`src/rtl/noc_pkg.sv`:
```
// noc_pkg: shared NoC router defaults (flit width, buffer depth, packet length, yx address width)
package noc_pkg;
  localparam int NOC_FLIT_W  = 32;
  localparam int NOC_DEPTH   = 4;
  localparam int NOC_PKT_LEN = 4;
  localparam int NOC_ADDR_W  = 16;
endpackage

```
`src/rtl/flit_fifo.sv`:
```
// flit_fifo: first-word-fall-through flit storage with wrapping pointers and occupancy count
//   clk, reset (sync, active-low); push_i/data_i write the tail; pop_i advances the head;
//   data_o head flit; count_o occupancy; empty_o; push_ok_o/pop_ok_o accepted push/pop this cycle
module flit_fifo
  import noc_pkg::*;
#(
  parameter int FLIT_W = NOC_FLIT_W,
  parameter int DEPTH = NOC_DEPTH,
  localparam int AW = $clog2(DEPTH),
  localparam int CW = $clog2(DEPTH + 1)
) (
  input  logic              clk,
  input  logic              reset,
  input  logic              push_i,
  input  logic              pop_i,
  input  logic [FLIT_W-1:0] data_i,
  output logic [FLIT_W-1:0] data_o,
  output logic [CW-1:0]     count_o,
  output logic              empty_o,
  output logic              push_ok_o,
  output logic              pop_ok_o
);
  logic [FLIT_W-1:0] mem_q [DEPTH];
  logic [AW-1:0] wr_ptr_q, wr_ptr_d, rd_ptr_q, rd_ptr_d;
  logic [CW-1:0] count_q, count_d;
  always_comb begin
    empty_o = count_q == '0;
    pop_ok_o = pop_i && !empty_o;
    // a full buffer still takes a push when the head leaves in the same cycle
    push_ok_o = push_i && (count_q != CW'(DEPTH) || pop_ok_o);
    wr_ptr_d = push_ok_o ? wr_ptr_q + AW'(1) : wr_ptr_q;
    rd_ptr_d = pop_ok_o ? rd_ptr_q + AW'(1) : rd_ptr_q;
    count_d = count_q + CW'(push_ok_o) - CW'(pop_ok_o);
    data_o = mem_q[rd_ptr_q];
    count_o = count_q;
  end
  always_ff @(posedge clk) begin
    if (!reset) begin
      wr_ptr_q <= '0;
      rd_ptr_q <= '0;
      count_q <= '0;
    end else begin
      wr_ptr_q <= wr_ptr_d;
      rd_ptr_q <= rd_ptr_d;
      count_q <= count_d;
    end
  end
  always_ff @(posedge clk) begin
    if (reset && push_ok_o) mem_q[wr_ptr_q] <= data_i;
  end
endmodule

```
`src/rtl/credit_input_buffer.sv`:
```
// credit_input_buffer: credit-based router input buffer feeding an arbiter
//   clk, reset (sync, active-low); link_valid_i/link_data_i upstream pushes; link_credit_o credit return;
//   arb_read_i pop; arb_empty_o, arb_address_o (yx header bits), arb_header_o, data_o head flit;
//   count_o occupancy; overflow_o/underflow_o sticky protocol errors
module credit_input_buffer
  import noc_pkg::*;
#(
  parameter int FLIT_W = NOC_FLIT_W,
  parameter int DEPTH = NOC_DEPTH,
  parameter int PKT_LEN = NOC_PKT_LEN,
  localparam int CW = $clog2(DEPTH + 1),
  localparam int PW = $clog2(PKT_LEN)
) (
  input  logic                  clk,
  input  logic                  reset,
  input  logic                  link_valid_i,
  input  logic [FLIT_W-1:0]     link_data_i,
  output logic                  link_credit_o,
  input  logic                  arb_read_i,
  output logic                  arb_empty_o,
  output logic [NOC_ADDR_W-1:0] arb_address_o,
  output logic                  arb_header_o,
  output logic [FLIT_W-1:0]     data_o,
  output logic [CW-1:0]         count_o,
  output logic                  overflow_o,
  output logic                  underflow_o
);
  logic push_ok, pop_ok, empty;
  logic [PW-1:0] pos_q, pos_d;
  logic credit_q, credit_d, over_q, over_d, under_q, under_d;
  flit_fifo #(.FLIT_W(FLIT_W), .DEPTH(DEPTH)) u_fifo (
    .clk(clk),
    .reset(reset),
    .push_i(link_valid_i),
    .pop_i(arb_read_i),
    .data_i(link_data_i),
    .data_o(data_o),
    .count_o(count_o),
    .empty_o(empty),
    .push_ok_o(push_ok),
    .pop_ok_o(pop_ok)
  );
  always_comb begin
    credit_d = pop_ok;
    pos_d = pop_ok ? (pos_q == PW'(PKT_LEN - 1) ? '0 : pos_q + PW'(1)) : pos_q;
    over_d = over_q || (link_valid_i && !push_ok);
    under_d = under_q || (arb_read_i && empty);
    arb_empty_o = empty;
    arb_header_o = pos_q == '0 && !empty;
    arb_address_o = data_o[NOC_ADDR_W-1:0];
    link_credit_o = credit_q;
    overflow_o = over_q;
    underflow_o = under_q;
  end
  always_ff @(posedge clk) begin
    if (!reset) begin
      pos_q <= '0;
      credit_q <= 1'b0;
      over_q <= 1'b0;
      under_q <= 1'b0;
    end else begin
      pos_q <= pos_d;
      credit_q <= credit_d;
      over_q <= over_d;
      under_q <= under_d;
    end
  end
endmodule

```
`config.mk`:
```
export PLATFORM = sky130hd
export DESIGN_NAME = credit_input_buffer
export DESIGN_NICKNAME = d
export VERILOG_FILES = /design/src/rtl/noc_pkg.sv /design/src/rtl/flit_fifo.sv /design/src/rtl/credit_input_buffer.sv
export SDC_FILE = /design/constraint.sdc
export NUM_CORES = 1
export LEC_CHECK = 0
export BUFFER_PORTS_ARGS = -buffer_cell sky130_fd_sc_hd__buf_2
export CAP_MARGIN = 20
export CORE_MARGIN = 4
export CORE_UTILIZATION = 48
export CTS_CLUSTER_SIZE = 25
export DETAILED_ROUTE_END_ITERATION = 16
export PLACE_DENSITY = 0.82
export SYNTH_ARGS = -nofsm -noshare
export SYNTH_HDL_FRONTEND = slang
export SYNTH_SLANG_ARGS = --single-unit
export TNS_END_PERCENT = 10
```
`constraint.sdc`:
```
create_clock -name clk -period 2.85 [get_ports clk]
set_input_delay 0.1425 -clock clk [delete_from_list [all_inputs] [get_ports clk]]
set_output_delay 0.1425 -clock clk [all_outputs]
set_load 0.01 [all_outputs]
```
### After elaboration in Yosys (flattened, before gate mapping)

Memory sizes are Yosys's and may differ from the RTL's. A register that Yosys moved wholly into a read port is not among the register bits.
Cells that the tools add are included.
Widths: inputs -> output; s select.

| storage, ports and cells | value |
|---|---|
| flip-flop bits (word level) | 12 |
| memory bits (writable) | 128 |
| input bits | 36 |
| output and inout bits | 56 |
| memories | 1 |

Memory list:

| memory | words | width | read ports | clocked after memory_dff | write ports | line | text |
|---|---|---|---|---|---|---|---|
| u_fifo.mem_q | 4 | 32 | 1 | 1 | 1 | flit_fifo.sv:23 | `logic [FLIT_W-1:0] mem_q [DEPTH];` |

| cells by class | value |
|---|---|
| add/subtract/negate cells | 5 |
| eq/ne operators | 2 |
| mux-type cells | 5 |
| reduce and logical (&&, ||, !) cells | 13 |

Operator list:

| cell | number |
|---|---|
| $add 2x1->2 const B | 3 |
| $logic_and 1x1->1 | 6 |
| $mux 2 | 3 |
| $add 3x1->3 | 1 |
| $logic_not 3->1 | 1 |
| $logic_or 1x1->1 | 3 |
| $ne 3x3->1 const B | 1 |
| $sub 3x1->3 | 1 |
| $eq 2x2->1 const B | 1 |
| $logic_not 1->1 | 2 |
| $logic_not 2->1 | 1 |
| $mux 1 | 2 |

### Depth between registers and ports, before layout

| depth | value |
|---|---|
| word-level depth | 8 |
| gate-level depth with buffers | 9 |
| gate-level depth less buffers | 9 |

### Modules after synthesis

A second synthesis with hierarchy kept.

| second synthesis, totals | value |
|---|---|
| cell total of the unflattened synthesis | 253 |
| area, all modules | 5,437.7 um2 |

Modules (own cells, without submodules):

| module | times used | cells an instance | area an instance (um2) | seq. area each (um2) |
|---|---|---|---|---|
| flit_fifo | 1 | 217 | 5,103.6 | 4,023.9 |
| credit_input_buffer | 1 | 36 | 334.1 | 100.1 |

### Least setup slack after synthesis

No wires, ideal clock.

| timing path | value |
|---|---|
| path kind | register to register |
| start point | register u_fifo.count_q[1], in the netlist u_fifo.count_o[1] |
| end point | register u_fifo.count_q[2], in the netlist u_fifo.count_o[2] |
| arrival | 2,091 ps |
| data required time | 2,735 ps |
| slack | 644 ps |
| cell stages (with the launch flop) | 10 |
| period minus slack after synthesis | 2,206 ps |
| cells stage by stage | dfxtp_1 > o31ai_4 > inv_1 > ha_1 > inv_1 > ha_1 > fa_1 > xor2_1 > xnor2_1 > and2_1 |

| between the ends | value |
|---|---|
| cells in the longest elaborated chain, start to end | 7 |
| elaborated cells on any way between the ends | 8 |

Ends and longest elaborated chain:

| element | line | text |
|---|---|---|
| start: declaration | flit_fifo.sv:25 | `logic [CW-1:0] count_q, count_d;` |
| start signal: assignment | flit_fifo.sv:45 | `count_q <= count_d;` |
| $logic_not 3->1 * | flit_fifo.sv:27 | `empty_o = count_q == '0;` |
| $logic_not 1->1 * | flit_fifo.sv:28 | `pop_ok_o = pop_i && !empty_o;` |
| $logic_and 1x1->1 * | flit_fifo.sv:28 |  |
| via credit_d | credit_input_buffer.sv:30 | `logic credit_q, credit_d, over_q, over_d, under_q, under_d;` |
| $logic_or 1x1->1 | flit_fifo.sv:30 | `push_ok_o = push_i && (count_q != CW'(DEPTH) \|\| pop_ok_o);` |
| $logic_and 1x1->1 | flit_fifo.sv:30 |  |
| $add 3x1->3 | flit_fifo.sv:33 | `count_d = count_q + CW'(push_ok_o) - CW'(pop_ok_o);` |
| $sub 3x1->3 * | flit_fifo.sv:33 |  |

Mark *: on every way through the listed nets, which the timed path passes. The rest lies on a longest branch.
A chain may end at the register's enable or synchronous reset.

### Worst setup path in the final report

Same ends and word-level chain as after synthesis.

==> results_dict.tcl <==
set metrics [dict create \
    num_vias 2738 \
    cts-root-buf "clkbuf_16" \
    rows 38 \
    antenna_found_initial 0 \
    cts_tree "done" \
    gp_congestion 0.758 \
    final_area_um2 6900 \
    final_layout_size_suffix_gt1_share_pct 42.8 \
    worstMarginPinSlew_ps 854 \
    hold_depth 3 \
    r2r_cells 9 \
    grt_overflow 0 \
    hold_end "link_credit_o$_SDFF_PN0_" \
    sequentialPowerShare_pct 42.8 \
    final_common_cell "edfxtp_1" \
    hold_violations 0 \
    rsz0062_at_grt "false" \
    critPathArrivalTime_ps 2610 \
    grt_pass1_vias 2910 \
    cp_data_required_time_ps 3150 \
    ys_seq_area_share_pct 75.8 \
    drt_iter0_markers 167 \
    critPathKind "reg2reg" \
    syn_area_um2 5440 \
    reg2reg_from "u_fifo.count_o[1]$_SDFF_PN0_" \
    syn_inst 255 \
    clkTransAtPathRegs_ps 60 \
    cts_buffers 17 \
    route.detailed.drc 0 \
    p_switching_w 0.00151 \
    synth_fp_nets 300 \
    initial_core_util_pct 49.5 \
    final_cell_mix "edfxtp_1 (128), buf_2 (91), dlygate4sd3_1 (33)" \
    fin_worst_skew_ps 3.86 \
    reg2reg_to "u_fifo.count_o[2]$_SDFF_PN0_" \
    drv_cap 0 \
    grt_max_degree 33 \
    hold_class "in2reg" \
    worstSetupEndpointType "flip-flop" \
    first_pass_iters 4 \
    finalNetCount 427 \
    grt_pass1_wl_mm 15.2 \
    timing.final.crit_share_pct 81.0 \
    ys_ff_latch 142 \
    finalCriticalPeriod_ps 2310 \
    combPwrFrac_pct 20.1 \
    max_freq_mhz 433 \
    synth_cell_type_count 26 \
    crit_fanout 7 \
    synth.avg_cell_area_um2 21.3 \
    setup_violations 0 \
    via_per_inst 5.12 \
    die_w_um 114 \
    diodes 0 \
    io_pins 92 \
    rrSetupSlack_ps 540 \
    port_buffers 91 \
    min_from "arb_read_i" \
    power.leakage_nw 2.49 \
    cts.sinks 142 \
    power_density_nw_per_um2 870 \
    ctsHoldBuffers 33 \
    internal-power_w 0.00450 \
    tns_ps 0 \
    start_kind "flip-flop" \
    swShare_pct 25.1 \
    clock_latency_ps 400 \
    die_h_um 114 \
    slew_violations 0 \
    routedWlPerCell_um 17.8 \
    drt-total-wl_mm 9.55 \
    ant_nets 0 \
    die-area_um2 13100 \
    ir_worst_vdd_mv 0.518 \
    cts-resized-gates 0 \
    dpl_cell_area_um2 5970 \
    grt_usage_pct 15.7 \
    syn_to_final_growth_pct 26.9 \
    yosysWarnings 0 \
    clk_path_buf_depth 2 \
    outcome "finished, final reports clean" \
    cts_setup_buffers 0 \
    p_clk_share_pct 37.1 \
    slew_headroom_pct 43.1 \
    hpwl_mm 6.08 \
    n_fill_cell 743 \
    cts_htree_levels 4 \
    core_area_um2 11000 \
]
## final cells by class
class	instances	area (um2)	area share, %
Clock buffer	19	433	6.27
Clock inverter	13	171	2.48
Inverter	10	37.5	0.544
Multi-Input combinational cell	78	1090	15.8
Sequential cell	142	4130	59.8
Tap cell	140	175	2.54
Timing Repair Buffer	133	866	12.5
## worst max path at each step
stage                                   end                         start  slack (ps)  cells past startpoint
3_3_place_gp   u_fifo.count_o[2]$_SDFF_PN0_  u_fifo.count_o[1]$_SDFF_PN0_         610                      9
6_report       u_fifo.count_o[2]$_SDFF_PN0_  u_fifo.count_o[1]$_SDFF_PN0_         540                      9
4_1_cts        u_fifo.count_o[2]$_SDFF_PN0_  u_fifo.count_o[1]$_SDFF_PN0_         520                      9
2_1_floorplan  u_fifo.count_o[2]$_SDFF_PN0_  u_fifo.count_o[1]$_SDFF_PN0_         640                      9
5_1_grt        u_fifo.count_o[2]$_SDFF_PN0_  u_fifo.count_o[1]$_SDFF_PN0_         420                      9
3_5_place_dp   u_fifo.count_o[2]$_SDFF_PN0_  u_fifo.count_o[1]$_SDFF_PN0_         520                      9
## through the flow
step | hold WS (ps) | cells | utilization (%) | worst slack [ps] | total power [W]
after global routing | 73.8 | 535 | 62.8 | 418 | 0.00629
final | 81.1 | 535 | 62.8 | 542 | 0.00600
after floorplan | 241 | 255 | - | 644 | 0.00346
after global placement | 356 | 470 | 54.3 | 614 | 0.00378
after CTS | 60.9 | 535 | 62.8 | 525 | 0.00608
after detailed placement | 362 | 470 | 54.3 | 522 | 0.00380
## Yosys cell counts
| master | instances | share of area [%] |
|---|---|---|
| nor4b_4 | 1 | 0.44 |
| ha_1 | 8 | 1.8 |
| fa_1 | 1 | 0.37 |
| nand3_1 | 1 | 0.092 |
| o31ai_4 | 1 | 0.39 |
| and3_1 | 4 | 0.46 |
| o21ai_0 | 1 | 0.092 |
| nor2b_1 | 2 | 0.23 |
| clkbuf_1 | 1 | 0.069 |
| nor3_1 | 1 | 0.092 |
| xnor2_1 | 1 | 0.16 |
| edfxtp_1 | 128 | 71 |
| o311ai_0 | 1 | 0.16 |
| nor2_1 | 6 | 0.41 |
| mux4_2 | 32 | 13 |
| buf_6 | 4 | 0.83 |
| nand2_1 | 6 | 0.41 |
| dfxtp_1 | 14 | 5.2 |
| buf_4 | 16 | 2.2 |
| mux2i_1 | 2 | 0.37 |
| a21oi_1 | 3 | 0.28 |
| and2_1 | 3 | 0.35 |
| inv_1 | 10 | 0.69 |
| buf_2 | 4 | 0.37 |
| or3_1 | 1 | 0.12 |
| xor2_1 | 3 | 0.48 |
## critical path: stages, from the launching register on
cell,delay (ps)
dfxtp_1,400
o31ai_4,360
inv_1,90
ha_1,280
inv_1,40
ha_1,180
fa_1,380
xor2_1,170
xnor2_1,150
and2_1,160
## flip-flops by register name, summed over array words and instances (netlist names), named ones only
register / count
u_fifo.mem_q: 128
u_fifo.count_o: 3
pos_q: 2
u_fifo.rd_ptr_q: 2
u_fifo.wr_ptr_q: 2
link_credit_o: 1
overflow_o: 1
underflow_o: 1
## per-layer routing
layer	up-vias	track usage (%)	routed length [um]
li1	1254	-	-
met1	1388	20.1	4070
met2	84	25.4	4870
met3	12	4.60	487
met4	0	6.33	117
met5	-	0	0
## cells by family after synthesis
group,Yosys count,share of synthesized area [%]
muxes,34,13.6
DFF,142,75.8
and+or+nand+nor,25,2.60
xor gates and xnor gates,4,0.644
buffers and inverters,35,4.16
AOI/OAI and AO/OA,6,0.920
adders and majority gates,9,2.21
## power groups by stage
stage | clock [W] | combinational, W | sequential [W]
final | 0.00223 | 0.00121 | 0.00257
after global routing | 0.00237 | 0.00132 | 0.00260
after CTS | 0.00227 | 0.00123 | 0.00258
after detailed placement | 0 | 0.00118 | 0.00262
after global placement | 0 | 0.00117 | 0.00261
after floorplan | 0 | 0.000932 | 0.00253
Note: power is estimated with default switching activity, not from simulation.
